$ cat src/rtl/irq_ctrl_pkg.sv
// Shared definitions for the interrupt controller: register map, MMIO slot
// and a byte-lane helper used by the read path.
package irq_ctrl_pkg;

   // Register index, taken from addr[3:2].
   typedef enum logic [1:0] {
      IRQ_ENABLE  = 2'd0,
      IRQ_PENDING = 2'd1,
      IRQ_MODE    = 2'd2,
      IRQ_STATUS  = 2'd3
   } irq_reg_e;

   // N in the 0xfN00 MMIO window decoded by the system bus.
   localparam logic [3:0] IRQ_MMIO_SLOT = 4'h3;

   // Widest channel count the byte-lane map can address (4 lanes x 8).
   localparam int IRQ_MAX_CH = 32;

   // Pick byte lane 'lane' out of a zero-padded 32-bit channel vector.
   function automatic logic [7:0] lane_byte(input logic [31:0] v, input logic [1:0] lane);
      return v[{lane, 3'b000} +: 8];
   endfunction

endpackage

$ cat src/rtl/irq_prio_enc.sv
// Combinational fixed-priority selector: lowest set index wins.
// vect is 0 when nothing is requested; the parent registers both outputs.
module irq_prio_enc #(
   parameter int NIRQ = 8,
   parameter int IVW  = 3
) (
   input  logic [NIRQ-1:0] req,
   output logic            any,
   output logic [IVW-1:0]  vect
);

   // Scan from the top down so the last hit (lowest index) sticks.
   always_comb begin
      any  = 1'b0;
      vect = '0;
      for (int i = NIRQ - 1; i >= 0; i--) begin
         if (req[i]) begin
            any  = 1'b1;
            vect = IVW'(i);
         end
      end
   end

endmodule

$ cat src/rtl/irq_ctrl.sv
// Parametrised interrupt controller: per-channel pending latch, edge/level
// mode and enable mask, with a registered lowest-index-first iflag/ivect
// and a small byte-laned MMIO register file.
module irq_ctrl
   import irq_ctrl_pkg::*;
#(
   parameter int NIRQ = 8,
   parameter int IVW  = 3
) (
   input  logic            clk,
   input  logic            rst,
   input  logic [NIRQ-1:0] irq_in,
   input  logic            ack,
   input  logic [IVW-1:0]  ack_vect,
   output logic            iflag,
   output logic [IVW-1:0]  ivect,
   input  logic            re,
   input  logic            we,
   input  logic [3:0]      addr,
   input  logic [7:0]      wdata,
   output logic [7:0]      rdata
);

   // Refuse to build a controller whose vector cannot name every channel.
   if (NIRQ < 1 || NIRQ > IRQ_MAX_CH || (1 << IVW) < NIRQ) begin : g_bad_cfg
      $error("irq_ctrl: need 1 <= NIRQ <= 32 and 2**IVW >= NIRQ");
   end

   logic [NIRQ-1:0] en_q, en_d;
   logic [NIRQ-1:0] mode_q, mode_d;
   logic [NIRQ-1:0] latch_q, latch_d;
   logic [NIRQ-1:0] prev_q;
   logic            iflag_q;
   logic [IVW-1:0]  ivect_q;
   logic [7:0]      rdata_q, rdata_d;

   logic [NIRQ-1:0] pend_vis;
   logic [NIRQ-1:0] active;
   logic [NIRQ-1:0] clr;
   logic [NIRQ-1:0] rise;
   logic            sel_any;
   logic [IVW-1:0]  sel_vect;
   logic [31:0]     rd_vec;
   irq_reg_e        reg_sel;

   assign reg_sel = irq_reg_e'(addr[3:2]);

   // Level channels expose the raw line; edge channels expose their latch.
   always_comb begin
      pend_vis = (mode_q & latch_q) | (~mode_q & irq_in);
      active   = pend_vis & en_q;
      rise     = irq_in & ~prev_q;
   end

   irq_prio_enc #(
      .NIRQ (NIRQ),
      .IVW  (IVW)
   ) u_prio (
      .req  (active),
      .any  (sel_any),
      .vect (sel_vect)
   );

   // Register writes and latch clear sources (W1C and core acknowledge).
   // Lanes beyond NIRQ never match a channel, so their writes vanish.
   always_comb begin
      en_d   = en_q;
      mode_d = mode_q;
      clr    = '0;
      for (int i = 0; i < NIRQ; i++) begin
         if (we && addr[1:0] == 2'(i / 8)) begin
            case (reg_sel)
               IRQ_ENABLE:  en_d[i]   = wdata[3'(i % 8)];
               IRQ_MODE:    mode_d[i] = wdata[3'(i % 8)];
               IRQ_PENDING: clr[i]    = wdata[3'(i % 8)];
               default:     ;
            endcase
         end
         // Out-of-range ack vectors match no channel and are dropped.
         if (ack && ack_vect == IVW'(i)) clr[i] = 1'b1;
      end
      // A new edge beats a same-cycle clear; a level channel holds 0.
      latch_d = mode_d & (rise | (latch_q & ~clr));
   end

   // Read mux; the value is captured before any same-cycle write lands.
   always_comb begin
      rd_vec = '0;
      case (reg_sel)
         IRQ_ENABLE:  rd_vec = 32'(en_q);
         IRQ_PENDING: rd_vec = 32'(pend_vis);
         IRQ_MODE:    rd_vec = 32'(mode_q);
         IRQ_STATUS:  rd_vec = 32'(irq_in);
         default:     rd_vec = '0;
      endcase
      rdata_d = re ? lane_byte(rd_vec, addr[1:0]) : rdata_q;
   end

   // State register; reset clears everything asynchronously.
   always_ff @(posedge clk or negedge rst) begin
      if (!rst) begin
         en_q    <= '0;
         mode_q  <= '0;
         latch_q <= '0;
         prev_q  <= '0;
         iflag_q <= 1'b0;
         ivect_q <= '0;
         rdata_q <= '0;
      end else begin
         en_q    <= en_d;
         mode_q  <= mode_d;
         latch_q <= latch_d;
         prev_q  <= irq_in;
         iflag_q <= sel_any;
         ivect_q <= sel_vect;
         rdata_q <= rdata_d;
      end
   end

   assign iflag = iflag_q;
   assign ivect = ivect_q;
   assign rdata = rdata_q;

endmodule
$ cat config.mk
export PLATFORM = sky130hd
export DESIGN_NAME = irq_ctrl
export DESIGN_NICKNAME = d
export VERILOG_FILES = /design/src/rtl/irq_ctrl_pkg.sv /design/src/rtl/irq_prio_enc.sv /design/src/rtl/irq_ctrl.sv
export SDC_FILE = /design/constraint.sdc
export NUM_CORES = 1
export LEC_CHECK = 0
export CAP_MARGIN = 20
export CORE_MARGIN = 1.5
export CORE_UTILIZATION = 35
export DETAILED_ROUTE_END_ITERATION = 6
export GPL_TIMING_DRIVEN = 1
export PLACE_DENSITY_LB_ADDON = 0.2
export SETUP_SLACK_MARGIN = 0.1
export SKIP_CTS_REPAIR_TIMING = 1
export SYNTH_ARGS = -nofsm -noshare
export SYNTH_HDL_FRONTEND = slang
export SYNTH_SLANG_ARGS = --single-unit
$ cat constraint.sdc
create_clock -name clk -period 1.7 [get_ports clk]
set_input_delay 0.34 -clock clk [delete_from_list [all_inputs] [get_ports clk]]
set_output_delay 0.34 -clock clk [all_outputs]
set_load 0.02 [all_outputs]
==> qor.yml <==
floorplanning:
  rows: 22
  start_util_pct: 37.2
  die_w_microns: 65.9
  fp.coreArea_sq_mm: 0.00372
  die_h_microns: 65.9
  top_level_ports: 40
  die_area_sq_mm: 0.00434
global_routing:
  grt_pass1_wl_microns: 5280
  grt.total_usage_pct: 16.1
  grt_max_degree: 28
  antenna_found_initial: 0
  grt_pass1_vias: 1146
  grt.overflow.total: 0
finish:
  final_layout_size_suffix_gt1_share_pct: 16.7
  syn_to_final_growth_pct: 39.6
  instances_no_fill: 216
  diodes: 0
  stdcell_area_sq_mm: 0.00193
  nNetsFinal: 197
routing:
  via_per_inst: 5.19
  first_pass_iters: 4
  num_vias: 1120
  wl_microns: 3280
  drt_iter0_markers: 48
  wl_per_cell_microns: 15.2
  drc_errors: 0
  antenna_left: 0
logic_synthesis:
  seq_area_frac_synth_pct: 48.8
  ys.flop_type: "dfrtp_1"
  synth-seq-cells: 27
  ys_top_cells_by_area: "dfrtp_1 (49%), mux2i_1 (4.3%), mux2_4 (4.3%)"
  ys_types: 36
  async_reset_ff_share_pct: 100
  syn_avg_cell_area_sq_um: 11.3
  syn-cell-area_sq_mm: 0.00138
  synth_edf_count: 0
  postSynthCellCount: 122
  synth_top_area_share_pct: 48.8
  ys_warn_count: 0
  syn-num-nets: 150
  yosys.area.top_type: "dfrtp_1"
timing:
  rsz0062_at_grt: "false"
  finalSetupViolCount: 0
  finalClockSkew_ns: 0.00254
  final-hold-violation-count: 0
  finalSetupTns_ns: 0
  fin_crit_ns: 1.58
  fin_ws_ns: 0.121
  slew_viol_final: 0
  min_period_over_period_pct: 92.9
  maxClockFrequency_ghz: 0.633
setup_path:
  cp-end-kind: "flop"
  crit_path_max_incr_delay_ns: 0.58
  crit_fanout: 4
  critPathRequiredTime_ns: 1.85
  crit_type: "in2reg"
  cp_top_family: "simple AND/OR/NAND/NOR gates"
  crit_path_start_kind: "input port"
  r2r_start: "mode_q[3]"
  path_cells: "clkdlybuf4s50_1, or4b_4, o21ai_0, a22oi_1"
  cp_slowest_cell: "or4b_4"
  rrSetupSlack_ns: 0.49
  crit_buf_inv: 1
  arrival_ns: 1.73
  cp-startpoint: "addr[2]"
cts:
  max-clock-path-buffers: 2
  numClockSinks: 27
  clk_latency_ns: 0.27
  cts_root_buf: "clkbuf_8"
  path_clk_slew_ns: 0.09
  h-tree-depth: 1
  cts_tree: "yes"
  numCtsBuffers: 3
pwr:
  p_total_mw: 1.58
  leakage_nw: 0.983
  powerDensity_mw_per_mm2: 817
  peakVddDrop_mv: 0.296
placed_design:
  hpwl_microns: 2440
  place_ws_ns: -0.312
  place.gp.congestion: 0.798
  port_buffers: 34
  placedCellCount: 212
  postPlaceCellArea_sq_mm: 0.00184
job:
  cap_violations: 0
run_status:
  status: "complete, no violations"
worst_hold_path:
  hp-class: "in2async"
-- through the flow --
step           util, %  hold slack [ns]
5_1_grt           52.0            0.486
3_3_place_gp      49.6            0.473
4_1_cts           50.8            0.456
6_report          52.0            0.442
2_1_floorplan        -           0.0444
3_5_place_dp      49.6            0.478
-- final timing paths --
path,endpoint,depth (start not counted)
setup / recovery,latch_q[3],4
hold / removal,ivect[0],2
setup reg to reg,iflag,3
hold reg to reg,rdata[4],1
max in group asynchronous,latch_q[3],2
min in group clk,rdata[4],1
-- layer usage --
layer,GRT usage [%],routed length (microns)
met1,21.1,1530
met2,27.1,1570
met3,1.70,136
met4,6.51,42
met5,0,0
-- area by class of cell --
cell class / instances / area [sq um]
Clock buffer: 4 / 45.0
Tap cell: 48 / 60.1
Sequential cell: 27 / 676
Timing Repair Buffer: 46 / 463
Multi-Input combinational cell: 87 / 673
Inverter: 4 / 15.0
Fill cell: 347 / 1780
-- power breakdown --
part	internal [mW]	switching (mW)	leakage, nW
clock network	0.168	0.193	0.0228
registers	0.727	0.0639	0.348
logic	0.235	0.192	0.613
-- cells in the final DEF (no fill, tap or decap), drive strengths merged --
cell type and n:
a211oi 2, a22o 4, clkdlybuf4s50 24, nor4b 1
o21ai 5, nand2b 7, nand4b 1, dlymetal6s2s 10
a211o 3, nand3b 1, mux2i 6, nand2 13
inv 4, a21oi 4, mux2 6, nor3b 1
nor2b 1, nor3 1, or4b 3, or4bb 2
buf 12, and3b 3, o2bb2ai 4, conb 1
a22oi 4, a2bb2oi 1, dfrtp 27, or3 1
o211ai 5, nand3 4, clkbuf 4, nor2 2
or3b 1
-- cells by family (layout without fill, tap and decap cells) --
logic type / Yosys count / after routing / synth area share (%)
AO/OA/AOI/OAI: 32 / 32 / 16.8
buffers and inverters: 8 / 54 / 3.25
flip-flops: 27 / 27 / 48.8
multiplexers: 12 / 12 / 10.3
other: 1 / 1 / 0.271
AND/OR/NAND/NOR: 42 / 42 / 20.5
-- state kept, by name, indices dropped and copies added, names as in the netlist --
| name | count |
|---|---|
| rdata | 8 |
| en_q | 4 |
| latch_q | 4 |
| mode_q | 4 |
| prev_q | 4 |
| ivect | 2 |
| iflag | 1 |
-- synthesized netlist by cell type, types with 2 or more instances --
cell type / number
a211o_1: 3
mux2_2: 2
a21oi_1: 4
dfrtp_1: 27
mux2i_1: 6
inv_1: 4
o21ai_0: 5
and3b_1: 3
buf_4: 2
a22oi_1: 4
or4bb_1: 2
nand2b_1: 7
o211ai_1: 5
a22o_1: 4
a211oi_1: 2
nand3_1: 4
mux2_4: 4
o2bb2ai_1: 4
nand2_1: 13
Note: power is estimated with default switching activity, not from simulation.
